`config.mk`:
```
export PLATFORM = sky130hd
export DESIGN_NAME = qeciphy_rx_boundary_gen
export DESIGN_NICKNAME = d
export VERILOG_FILES = /design/src/rtl/qeciphy_rx_boundary_gen.sv
export SDC_FILE = /design/constraint.sdc
export NUM_CORES = 1
export LEC_CHECK = 0
export BUFFER_PORTS_ARGS = -buffer_cell sky130_fd_sc_hd__buf_4
export CORE_ASPECT_RATIO = 0.5
export CORE_MARGIN = 2
export CORE_UTILIZATION = 51
export CTS_CLUSTER_DIAMETER = 30
export CTS_CLUSTER_SIZE = 14
export DETAILED_ROUTE_END_ITERATION = 10
export PLACE_DENSITY = 0.8
export REMOVE_ABC_BUFFERS = 1
export SYNTH_ARGS = -nofsm -noshare
export SYNTH_HDL_FRONTEND = slang
export SYNTH_SLANG_ARGS = --single-unit
```
`constraint.sdc`:
```
create_clock -name clk_i -period 2.1 [get_ports clk_i]
set_input_delay 0.63 -clock clk_i [delete_from_list [all_inputs] [get_ports clk_i]]
set_output_delay 0.63 -clock clk_i [all_outputs]
set_load 0.03 [all_outputs]
```
`src/rtl/qeciphy_rx_boundary_gen.sv`:
```
`default_nettype none
// +--------------------------------------------------------------------+
// | qeciphy_rx_boundary_gen: FAW search, bit-slip and frame-lock track  |
// | Rev 1.0                                                             |
// +--------------------------------------------------------------------+
module qeciphy_rx_boundary_gen #(
  parameter logic [31:0] FAW_WORD       = 32'hBC5C_3C5C,
  parameter int          FRAME_LEN      = 16,
  parameter int          LOCK_COUNT     = 4,
  parameter int          STARTUP_CYCLES = 100,
  parameter int          SLIP_WAIT      = 32
) (
  input  logic        clk_i,
  input  logic        rst_i,
  input  logic        rx_enable_i,
  input  logic [31:0] rx_data_i,
  output logic        rx_slip_o,
  output logic        rx_locked_o,
  output logic        faw_err_o,
  output logic [31:0] rx_data_o,
  output logic        rx_valid_o,
  output logic        rx_frame_start_o
);

  localparam int CNT_MAX_A = (STARTUP_CYCLES > SLIP_WAIT) ? STARTUP_CYCLES : SLIP_WAIT;
  localparam int CNT_MAX   = (CNT_MAX_A > FRAME_LEN) ? CNT_MAX_A : FRAME_LEN;
  localparam int CW        = (CNT_MAX > 2) ? $clog2(CNT_MAX) : 1;
  localparam int PW        = $clog2(FRAME_LEN);
  localparam int MW        = (LOCK_COUNT > 2) ? $clog2(LOCK_COUNT) : 1;

  localparam logic [CW-1:0] WARM_LAST = CW'(STARTUP_CYCLES - 1);
  localparam logic [CW-1:0] SLIP_LAST = CW'(SLIP_WAIT - 1);
  localparam logic [CW-1:0] MISS_LAST = CW'(FRAME_LEN - 1);
  localparam logic [PW-1:0] POS_LAST  = PW'(FRAME_LEN - 1);
  localparam logic [MW-1:0] HIT_LAST  = MW'(LOCK_COUNT - 1);

  localparam logic [2:0] ST_IDLE      = 3'd0;
  localparam logic [2:0] ST_WARMUP    = 3'd1;
  localparam logic [2:0] ST_SEARCH    = 3'd2;
  localparam logic [2:0] ST_SLIP_WAIT = 3'd3;
  localparam logic [2:0] ST_VERIFY    = 3'd4;
  localparam logic [2:0] ST_LOCKED    = 3'd5;
  localparam logic [2:0] ST_ERROR     = 3'd6;

  logic [2:0]    state_q, state_d;
  logic [CW-1:0] cnt_q, cnt_d;
  logic [PW-1:0] pos_q, pos_d;
  logic [MW-1:0] hits_q, hits_d;
  logic          slip_q, slip_d;
  logic          locked_q, locked_d;
  logic          err_q, err_d;
  logic [31:0]   data_q, data_d;
  logic          valid_q, valid_d;
  logic          fs_q, fs_d;

  logic          w_match;
  logic          w_pos0;
  logic [PW-1:0] w_pos_inc;

  assign w_match   = (rx_data_i == FAW_WORD);
  assign w_pos0    = (pos_q == '0);
  assign w_pos_inc = (pos_q == POS_LAST) ? '0 : pos_q + PW'(1);

  // pos_q is the frame position of the word sampled on the next edge; the
  // FAW that opens a frame is position 0, so entering VERIFY/LOCKED loads 1.
  always_comb begin
    state_d  = state_q;
    cnt_d    = cnt_q;
    pos_d    = pos_q;
    hits_d   = hits_q;
    slip_d   = 1'b0;
    locked_d = locked_q;
    err_d    = err_q;
    data_d   = rx_data_i;
    valid_d  = 1'b0;
    fs_d     = 1'b0;

    if (!rx_enable_i) begin
      state_d  = ST_IDLE;
      cnt_d    = '0;
      pos_d    = '0;
      hits_d   = '0;
      locked_d = 1'b0;
      err_d    = 1'b0;
      data_d   = '0;
    end else begin
      case (state_q)
        ST_IDLE: begin
          state_d = ST_WARMUP;
          cnt_d   = '0;
        end

        ST_WARMUP: begin
          if (cnt_q == WARM_LAST) begin
            state_d = ST_SEARCH;
            cnt_d   = '0;
          end else begin
            cnt_d = cnt_q + CW'(1);
          end
        end

        ST_SEARCH: begin
          if (w_match) begin
            cnt_d  = '0;
            pos_d  = PW'(1);
            hits_d = MW'(1);
            if (LOCK_COUNT <= 1) begin
              state_d  = ST_LOCKED;
              locked_d = 1'b1;
            end else begin
              state_d = ST_VERIFY;
            end
          end else if (cnt_q == MISS_LAST) begin
            state_d = ST_SLIP_WAIT;
            cnt_d   = '0;
          end else begin
            cnt_d = cnt_q + CW'(1);
          end
        end

        ST_SLIP_WAIT: begin
          slip_d = (cnt_q == '0);
          if (cnt_q == SLIP_LAST) begin
            state_d = ST_SEARCH;
            cnt_d   = '0;
          end else begin
            cnt_d = cnt_q + CW'(1);
          end
        end

        ST_VERIFY: begin
          pos_d = w_pos_inc;
          if (w_pos0) begin
            if (!w_match) begin
              state_d = ST_SEARCH;
              cnt_d   = '0;
              hits_d  = '0;
            end else if (hits_q == HIT_LAST) begin
              state_d  = ST_LOCKED;
              hits_d   = '0;
              locked_d = 1'b1;
            end else begin
              hits_d = hits_q + MW'(1);
            end
          end
        end

        ST_LOCKED: begin
          pos_d   = w_pos_inc;
          valid_d = 1'b1;
          if (w_pos0) begin
            if (w_match) begin
              fs_d = 1'b1;
            end else begin
              state_d = ST_ERROR;
              err_d   = 1'b1;
              valid_d = 1'b0;
            end
          end
        end

        ST_ERROR: begin
          state_d = ST_ERROR;
        end

        default: begin
          state_d  = ST_IDLE;
          cnt_d    = '0;
          pos_d    = '0;
          hits_d   = '0;
          locked_d = 1'b0;
          err_d    = 1'b0;
          data_d   = '0;
        end
      endcase
    end
  end

  always_ff @(posedge clk_i or posedge rst_i) begin
    if (rst_i) begin
      state_q  <= ST_IDLE;
      cnt_q    <= '0;
      pos_q    <= '0;
      hits_q   <= '0;
      slip_q   <= 1'b0;
      locked_q <= 1'b0;
      err_q    <= 1'b0;
      data_q   <= '0;
      valid_q  <= 1'b0;
      fs_q     <= 1'b0;
    end else begin
      state_q  <= state_d;
      cnt_q    <= cnt_d;
      pos_q    <= pos_d;
      hits_q   <= hits_d;
      slip_q   <= slip_d;
      locked_q <= locked_d;
      err_q    <= err_d;
      data_q   <= data_d;
      valid_q  <= valid_d;
      fs_q     <= fs_d;
    end
  end

  assign rx_slip_o        = slip_q;
  assign rx_locked_o      = locked_q;
  assign faw_err_o        = err_q;
  assign rx_data_o        = data_q;
  assign rx_valid_o       = valid_q;
  assign rx_frame_start_o = fs_q;

endmodule
`default_nettype wire

```
# ---- Word level (Yosys, flattened, before mapping)
# Cells that the tools add are included.
dict set report totals {
  regBits 53
  latchBits 0
  ram_bits 0
  mem_bits_ro 0
  out_inout_bits 37
  elab_cells 106
  n_memories 0
}
dict set report classes {
  n_addsub 3
  n_mul 0
  div 0
  n_lt_le_gt_ge 0
  n_eq_ne 28
  n_shift 0
  n_mux 49
  bitwise_logic 0
  n_reduce_logical 16
}
# operator n
set ops {}
lappend ops {{32-bit two-way mux} 2}
lappend ops {{7-bit two-way mux} 7}
lappend ops {{7-bit case mux with 5 select lines} 1}
lappend ops {{32-bit equality test, second input constant} 1}
lappend ops {{3-bit two-way mux} 10}
lappend ops {{3-bit != test, second input constant} 9}
lappend ops {{3-bit case mux with 7 select lines} 1}
lappend ops {{1-bit two-way mux} 16}
lappend ops {{4-bit two-way mux} 3}
lappend ops {{4-bit case mux with 3 select lines} 1}
lappend ops {{6-bit OR reduction} 2}
lappend ops {{2-bit two-way mux} 5}
lappend ops {{2-bit != test, second input constant} 5}
lappend ops {{3-bit equality test, second input constant} 3}
lappend ops {{3-bit AND reduction} 3}
lappend ops {{4-bit != test, second input constant} 2}
lappend ops {{7-bit by 1-bit adder with 7-bit output, second input constant} 1}
lappend ops {{7-bit by 4-bit equality test with 1-bit output, second input constant} 1}
lappend ops {{7-bit by 5-bit equality test with 1-bit output, second input constant} 1}
lappend ops {{7-bit equality test, second input constant} 1}
lappend ops {{7-bit logical NOT} 1}
lappend ops {{7-bit AND reduction} 1}
lappend ops {{7-bit OR reduction} 1}
lappend ops {{3-bit by 2-bit equality test with 1-bit output, second input constant} 2}
lappend ops {{14 further kinds} 16}

# ---- Longest topological paths before layout
# Gate-level depths: netlist of the first run.
dict set report logic_depth {
  ltp_word 6
  ltp_mapped 8
}

# ---- Worst setup path after synthesis of the first run
# OpenSTA, ideal clock, no wires.
dict set report synth_path {
  path_type {input to register}
  startpoint {input rx_data_i[7]}
  endpoint {register state_q[0]}
  setup_ns 0.125
  t_arrival_ns 1.919
  t_required_ns 1.975
  path_slack_ns 0.056
  cell_stages 6
  cell_sequence {nand4bb_1 > nor4_2 > nand4_2 > nor2b_1 > o21ai_2 > mux2_4}
}
dict set report synth_between {
  elab_chain_len 5
  word_cells_on_any_way 10
}
# item line
set synth_rtl {}
lappend synth_rtl {{start, declared} 16} ;# input logic [31:0] rx_data_i,
lappend synth_rtl {{32-bit equality test (*)} 60} ;# assign w_match = (rx_data_i == FAW_WORD);
lappend synth_rtl {{3-bit two-way mux} 134} ;# if (!w_match) begin
lappend synth_rtl {{3-bit two-way mux} 133} ;# if (w_pos0) begin
lappend synth_rtl {{3-bit case mux with 7 select lines} 87} ;# case (state_q)
lappend synth_rtl {{3-bit two-way mux} 78} ;# if (!rx_enable_i) begin
lappend synth_rtl {{end signal, assigned} 192} ;# state_q <= state_d;
lappend synth_rtl {{end, declared} 45} ;# logic [2:0] state_q, state_d;
# Every way passes the cells marked *; elsewhere a longest branch is shown, timed or not. The select of a mux whose other input is x is not followed.
# A chain may end at the register's enable or synchronous reset.

# ---- Final worst setup path of the first run
dict set report layout_path {
  startpoint {register pos_q[1]}
  endpoint {register state_q[0]}
}
dict set report layout_between {
  elab_chain_len 3
  word_cells_on_any_way 4
}
# item line
set layout_rtl {}
lappend layout_rtl {{start, declared} 47} ;# logic [PW-1:0] pos_q, pos_d;
lappend layout_rtl {{start signal, assigned} 194} ;# pos_q <= pos_d;
lappend layout_rtl {{4-bit logical NOT (*)} 61} ;# assign w_pos0 = (pos_q == '0);
lappend layout_rtl {{3-bit != test (no source line)} n/a}
lappend layout_rtl {{7-bit AND reduction (no source line) (*)} n/a}
# Every way passes the cells marked *; elsewhere a longest branch is shown, timed or not.

==> metrics.md, run 1 <==
| Metric | Value |
|---|---|
| Status | complete, no violations |
| Top Metal Used | met4 |
| Die footprint | between 0.005 and 0.006 sq mm |
| Wl on met1 | 2.439 mm |
| Compound-gate portion of the synthesized area | 0.1168 |
| Static leakage | approximately 1.6 nW |
| Tightest Pin Transition | between 0.4 and 0.5 ns |
| FF-to-FF Start | pos_q[1]$_DFFE_PP0P_ |
| Largest family of logic cells by synthesized area | simple AND/OR/NAND/NOR gates |
| Switching Fraction | 0.3340 |
| DRT antenna net count | 0 |
| Pre-CTS WS | -0.2701 ns |
| Power, Total | 2.568 mW |
| CP Depth | 7 |
| Initial core utilization | 0.5463 |
| Crit-path cells | inv_1 > ha_1 > or3b_4 > buf_4 > o21ai_0 > o21ai_2 > mux2_4 |
| Xor/xnor cell area share of the yosys netlist | 0.01416 |
| Number of detailed-route iterations in the first pass | 4 |
| Syn Inst Count | 224 |
| Cell taking the most area after synthesis | dfrtp_1 |
| Commonest cells post-synth | dfrtp_1, and2_1, nand2_1 |
| Crit Path Class | reg2reg |
| RePlAce Congestion | slightly below 0.9 |
| Top-Level Pins | 72 |
| Post-place instance area | between 0.003 and 0.004 sq mm |
| Adder-Cell Fraction of Synth Area | 0.02983 |
| Routed WL | 5.810 mm |
| Worst Reg2Reg Path Length in Cells | 7 |
| Antenna fix cells | 0 |
| Syn Area/Cell | 11.05 sq um |
| Clock buffer depth | 2 |
| Setup WS post-layout | 0.07790 ns |
| Final Max Tran Viols | 0 |
| Post-synth EDFFs | 0 |
| DP HPWL | roughly 4.3 mm |
| Sequential Power Share | 0.445 |
| Post-synthesis sequential area ratio | 0.5359 |
| # nets final | around 350 |
| CTS Sinks | 53 |
| CORE AREA | around 0.0045 sq mm |
| Synth-to-Final Area Change | 33.92% |
| Slew margin rel. | 0.6793 |
| Initial drt markers | 85 |
| Slowest-stage cell, CP | dfrtp_1 |
| Mux cell area share after synthesis | 0.01011 |
| Most used DFF post-synth | dfrtp_1 |
| CP delay by family, top | flip-flops |
| DRC | 0 |
| First-pass GRT wire length | 9.473 mm |
| Layout cells sized above 1 | 0.3846 |
| Chip Width | just over 100 um |
| GRT Util Overall | 0.2326 |
| Largest net degree at the start of global routing | 36 |
| CP max FO | 4 |
| Yosys warnings | 0 |
| Clock Skew | 0.006458 ns |
| Crit end category | flip-flop |
| WP data arrival | between 2 and 2.5 ns |
| #FFs+latches synth | 53 |
| Placement Rows | 17 |
| Final setup fails | 0 |
| Die Ht | roughly 53 um |
| Clock transition at path regs | ~0.10 ns |
| Count leader, synth | dfrtp_1 |
| Root Driver | clkbuf_8 |
| Post-synth ARST share | 1.000 |
| Worst path required time | around 2.3 ns |
| Dominant cells by area after synthesis | dfrtp_1, and2_1, nand2_1 |
| Max-cap violation count | 0 |
| Synth Area in Simple Gates | 0.2649 |
| Sw Pwr | 0.8579 mW |
| CTS Buf Count | 5 |
| Post-cts hold buffer count | 0 |
| Met2 wire len | slightly above 3 mm |
| Distinct cells, synth | 53 |
| Int Pwr | about 1.7 mW |
| Buf/Inv on CP | 2 |
| H-tree levels | 2 |
| Top cell type's share of synthesized area | 0.5359 |
| Final min period | between 2 and 2.5 ns |
| CTS tree | yes |
| Comb pwr share | 0.311 |
| Vias in the first global route | 2049 |
| PortBufs | slightly above 70 |
| Critical path's largest stage delay | ~0.42 ns |
| Grt ovf | 0 |
| Per-cell routed wire length | roughly 15 um |
| Final period util | 0.9629 |
| Cell area after synthesis | approximately 0.0025 sq mm |
| Peak VDD IR | approximately 0.00042 V |
| FMAX | 494.5 MHz |
| Worst min path class | in2async |
| Filler cells | about 320 |
| Design area | roughly 0.0033 sq mm |
| Initial antenna violation count | 0 |
| Pwr per Cell Area | just under 800 mW/mm^2 |
| DR vias/cell | between 5 and 6 |
| Final hold vios | 0 |
| Met3 routed WL | 300 um |
| Clk network pwr share | 0.244 |
| Total number of vias | about 2000 |
| Crit path from | pos_q[1]$_DFFE_PP0P_ |
| Startpoint Class | flip-flop |
| Clk_lat worst skew | between 0.3 and 0.4 ns |
[power by group through the flow]
stage	registers, mW	clock network (mW)	logic, mW
5_1_grt	1.15	0.677	0.875
2_1_floorplan	1.25	0	0.374
4_1_cts	1.14	0.640	0.768
3_3_place_gp	1.16	0	0.735
6_report	1.14	0.627	0.800
3_5_place_dp	1.16	0	0.759
[stage by stage]
stage / util / instances / hold WS [ns] / setup TNS (ns)
floorplan: - / 216 / 0.5118 / -0.1459
global placement: 0.7034 / 369 / 0.4770 / -1.533
detailed placement: 0.7034 / 369 / 0.4930 / -1.759
CTS: 0.7255 / 377 / 0.3418 / 0
global route: 0.7316 / 378 / 0.3598 / -0.01905
finish: 0.7316 / 378 / 0.3314 / 0
[registers in the layout, summed over array words and instances, names as in the netlist]
register	count
rx_slip_o	1
cnt_q	7
rx_frame_start_o	1
rx_valid_o	1
hits_q	2
pos_q	4
state_q	3
rx_data_o	32
faw_err_o	1
rx_locked_o	1
[cell usage in the layout (no fill, tap or decap), types with 3 or more instances in the layout]
master    synthesis  layout
buf_4             0      87
dfrtp_1          53      53
and2_1           33      33
nand2_1          20      20
nor2_1           10      10
o21ai_0          10      10
nand3_1           8       8
inv_1             8       7
clkbuf_8          0       6
a21oi_1           6       5
ha_1              5       5
nor3_1            5       4
nand4_1           4       4
nand4b_1          3       3
nor4_2            4       3
nand2b_1          3       3
xor2_1            3       3
[timing repair]
item | in CTS | in global routing
buffers inserted | 0 | 1
resized for setup | 0 | 3
setup endpoints to repair | 0 | 2
[worst register-to-register path, stage by stage (launching register included)]
cell and delay (ns):
dfrtp_1 0.42, inv_1 0.07, ha_1 0.12, or3b_4 0.40
buf_4 0.17, o21ai_0 0.32, o21ai_2 0.11, mux2_4 0.30
[worst paths after layout]
| path | endpoint | slack, ns |
|---|---|---|
| hold / removal | rx_data_o[13]$_DFF_PP0_ | 0.33 |
| min in group clk_i | rx_locked_o$_DFFE_PP0P_ | 0.52 |
| setup reg to reg | state_q[0]$_DFFE_PP0P_ | 0.08 |
| max in group asynchronous | pos_q[1]$_DFFE_PP0P_ | 1.24 |
| hold reg to reg | rx_locked_o$_DFFE_PP0P_ | 0.52 |
| setup / recovery | state_q[0]$_DFFE_PP0P_ | 0.08 |
[metal layers]
metal	GRT usage	vias up
met2	0.4183	57
met1	0.2759	953
met4	0.08000	0
met5	0	-
met3	0.05812	5
li1	-	950
[cells by family after synthesis]
kind of cell | count (synthesis)
simple gates | 107
flops | 53
compound gates | 36
buf+inv | 16
fa+ha+maj | 6
xor+xnor | 4
mux | 2
[cell type report]
class	count	area, sq um	area share
inverters	8	30.03	0.009060
well taps	66	82.58	0.02492
multi-input cells	155	1102	0.3326
flip-flops and latches	53	1326	0.4002
repair buffers	88	673.1	0.2031
clock inverters	2	17.52	0.005285
clock buffers	6	82.58	0.02492
Note: power is estimated with default switching activity, not from simulation.
==> run 2, diff against run 1 <==
--- a/config.mk
+++ b/config.mk
@@ -8,11 +8,11 @@
 export BUFFER_PORTS_ARGS = -buffer_cell sky130_fd_sc_hd__buf_4
 export CORE_ASPECT_RATIO = 0.5
 export CORE_MARGIN = 2
-export CORE_UTILIZATION = 51
+export CORE_UTILIZATION = 46
 export CTS_CLUSTER_DIAMETER = 30
 export CTS_CLUSTER_SIZE = 14
 export DETAILED_ROUTE_END_ITERATION = 10
-export PLACE_DENSITY = 0.8
+export PLACE_DENSITY = 0.76
 export REMOVE_ABC_BUFFERS = 1
 export SYNTH_ARGS = -nofsm -noshare
 export SYNTH_HDL_FRONTEND = slang
==> constraint.sdc (replaced) <==
create_clock -name clk_i -period 1.6 [get_ports clk_i]
set_input_delay 0.48 -clock clk_i [delete_from_list [all_inputs] [get_ports clk_i]]
set_output_delay 0.48 -clock clk_i [all_outputs]
set_load 0.03 [all_outputs]
==> metrics.md, run 2 (synthesis gave the netlist of run 1 again) <==
| Metric | Value |
|---|---|
| Placement Rows | 18 (+1) |
| RePlAce Congestion | 0.8506 (-4.1%) |
| Clock buffer depth | 2 (unchanged) |
| Critical path's largest stage delay | 0.40 ns (-0.02 ns) |
| Comb pwr share | 0.402 (+0.091) |
| Startpoint Class | input pin |
| Final setup fails | 15 (+15) |
| Die footprint | 0.006018 sq mm (+10%) |
| Pwr per Cell Area | 1005 mW/mm^2 (+30%) |
| CORE AREA | 0.005045 sq mm (+11%) |
| Initial drt markers | 123 (+45%) |
| Tightest Pin Transition | 0.4220 ns (-0.05829 ns) |
| Clock Skew | 0.009872 ns (+0.003414 ns) |
| Crit Path Class | in2reg |
| Chip Width | 107.7 um (+5.1%) |
| Clk network pwr share | 0.202 (-0.042) |
| Status | finished, violations left |
| Max-cap violation count | 0 (unchanged) |
| Layout cells sized above 1 | 0.4971 (+0.1125) |
| Root Driver | clkbuf_8 |
| Sw Pwr | 1.318 mW (+54%) |
| Number of detailed-route iterations in the first pass | 4 (unchanged) |
| Peak VDD IR | 0.0005520 V (+32%) |
| Crit-path cells | buf_6 > nand4bb_1 > nor4_2 > nand4_2 > buf_6 > buf_6 > a211oi_4 > nand2_1 > o21ai_1 |
| Crit end category | flip-flop |
| Final period util | 1.141 |
| Sequential Power Share | 0.396 (-0.049) |
| Die Ht | 55.87 um (+4.9%) |
| RSZ-0062 raised after global routing | true |
| H-tree levels | 2 (unchanged) |
| Grt ovf | 0 (unchanged) |
| Clk_lat worst skew | 0.31 ns (about the same) |
| Setup TNS | -2.238 ns (-2.238 ns) |
| Setup WS post-layout | -0.2251 ns (-0.3030 ns) |
| Slowest-stage cell, CP | a211oi_4 |
| Int Pwr | 2.459 mW (+44%) |
| DRC | 0 (unchanged) |
| Final min period | 1.825 ns |
| Routed WL | 7.045 mm (+21%) |
| Most frequent CP cell | buf_6 |
| DP HPWL | 4.505 mm (+5.2%) |
| Switching Fraction | 0.3488 (+0.01483) |
| Antenna fix cells | 0 (unchanged) |
| CTS Sinks | 53 (unchanged) |
| Worst path required time | 1.83 ns (-0.47 ns) |
| DR vias/cell | 5.383 (+3.5%) |
| Number of flip-flops in the largest register | 32 (unchanged) |
| Commonest non-fill, non-tap cell in the layout | buf_4 |
| CTS Buf Count | 5 (unchanged) |
| Per-cell routed wire length | 16.85 um (+9.7%) |
| Top-Level Pins | 72 (unchanged) |
| Static leakage | 1.836 nW (+14%) |
| Initial core utilization | 0.4906 (-0.05568) |
| PortBufs | 71 (unchanged) |
| Final Max Tran Viols | 0 (unchanged) |
| Synth-to-Final Area Change | 51.87% |
| Power, Total | 3.777 mW (+47%) |
| WP data arrival | 2.06 ns (-0.17 ns) |
| GRT Util Overall | 0.2223 (-0.01033) |
| Worst min path class | in2async |
| DRT antenna net count | 0 (unchanged) |
| CP max FO | 8 (+4) |
| WHS | 0.2158 ns (-0.1156 ns) |
| Largest net degree at the start of global routing | 54 (+50%) |
| Commonest cells after routing, fill and taps aside | buf_4, dfrtp_1, and2_1, nand2_1, buf_6 |
| Filler cells | 331 (+5.1%) |
| # nets final | 388 (+11%) |
| Final hold vios | 0 (unchanged) |
| CTS tree | yes |
| Failing checks | negative setup slack |
| First-pass GRT wire length | 10.56 mm (+12%) |
| Slew margin rel. | 0.7177 (+0.03842) |
| Total number of vias | 2250 (+15%) |
| Clock transition at path regs | 0.10 ns (about the same) |
| Initial antenna violation count | 0 (unchanged) |
| Vias in the first global route | 2186 (+6.7%) |
| FMAX | 547.9 MHz |
| Post-cts hold buffer count | 0 (unchanged) |
## run 2: critical path, delay by kind of cell
family          cells  cell delay [ns]
simple gates        4             0.67
compound gates      2             0.51
buf+inv             3             0.39
## run 2: final timing paths
kind / start / end / slack (ns) / cells after the start
setup / recovery: rx_data_i[5] / cnt_q[1]$_DFFE_PP0P_ / -0.23 / 9
hold / removal: rst_i / cnt_q[1]$_DFFE_PP0P_ / 0.22 / 3
setup reg to reg: cnt_q[2]$_DFFE_PP0P_ / cnt_q[6]$_DFFE_PP0P_ / -0.22 / 6
hold reg to reg: rx_locked_o$_DFFE_PP0P_ / rx_locked_o$_DFFE_PP0P_ / 0.52 / 1
max in group asynchronous: rst_i / state_q[1]$_DFFE_PP0P_ / 1.14 / 3
min in group clk_i: rx_data_i[7] / rx_data_o[7]$_DFF_PP0_ / 0.37 / 2
## run 2: metal layers
layer	track usage	vias up	routed length (um)
li1	-	1022	-
met1	0.2846	1119	2850
met2	0.3810	97	3737
met3	0.04801	12	354
met4	0.06593	0	103
met5	0	-	0
## run 2: layout make-up
class	count	area (sq um)	area share
Inverter	8	30.03	0.007989
Multi-Input combinational cell	155	1225	0.3259
Sequential cell	53	1328	0.3532
Clock inverter	2	16.27	0.004328
Tap cell	70	87.58	0.02330
Clock buffer	5	68.82	0.01831
Timing Repair Buffer	125	1003	0.2670
## run 2: power by group through the flow
stage	logic (mW)	clock network, mW	registers, mW
6_report	1.52	0.761	1.50
5_1_grt	1.61	0.823	1.51
4_1_cts	1.27	0.766	1.49
3_5_place_dp	1.20	0	1.51
3_3_place_gp	1.17	0	1.51
2_1_floorplan	0.490	0	1.64
## run 2: repair_timing
action | in CTS | in global routing
buffers inserted | 2 | 8
gates resized for setup | 28 | 21
pin swaps | 12 | 14
setup endpoints to repair | 50 | 51
hold endpoints to repair | 0 | 0
## run 2: per-stage QoR
stage	setup WS [ns]	cell area (sq um)	utilization	std cells
6_report	-0.2251	3759	0.7450	418
5_1_grt	-0.2953	3759	0.7450	418
4_1_cts	-0.2449	3591	0.7118	410
3_5_place_dp	-0.5117	3410	0.6758	402
3_3_place_gp	-0.4489	3410	0.6758	402
2_1_floorplan	-0.4959	2435	-	216
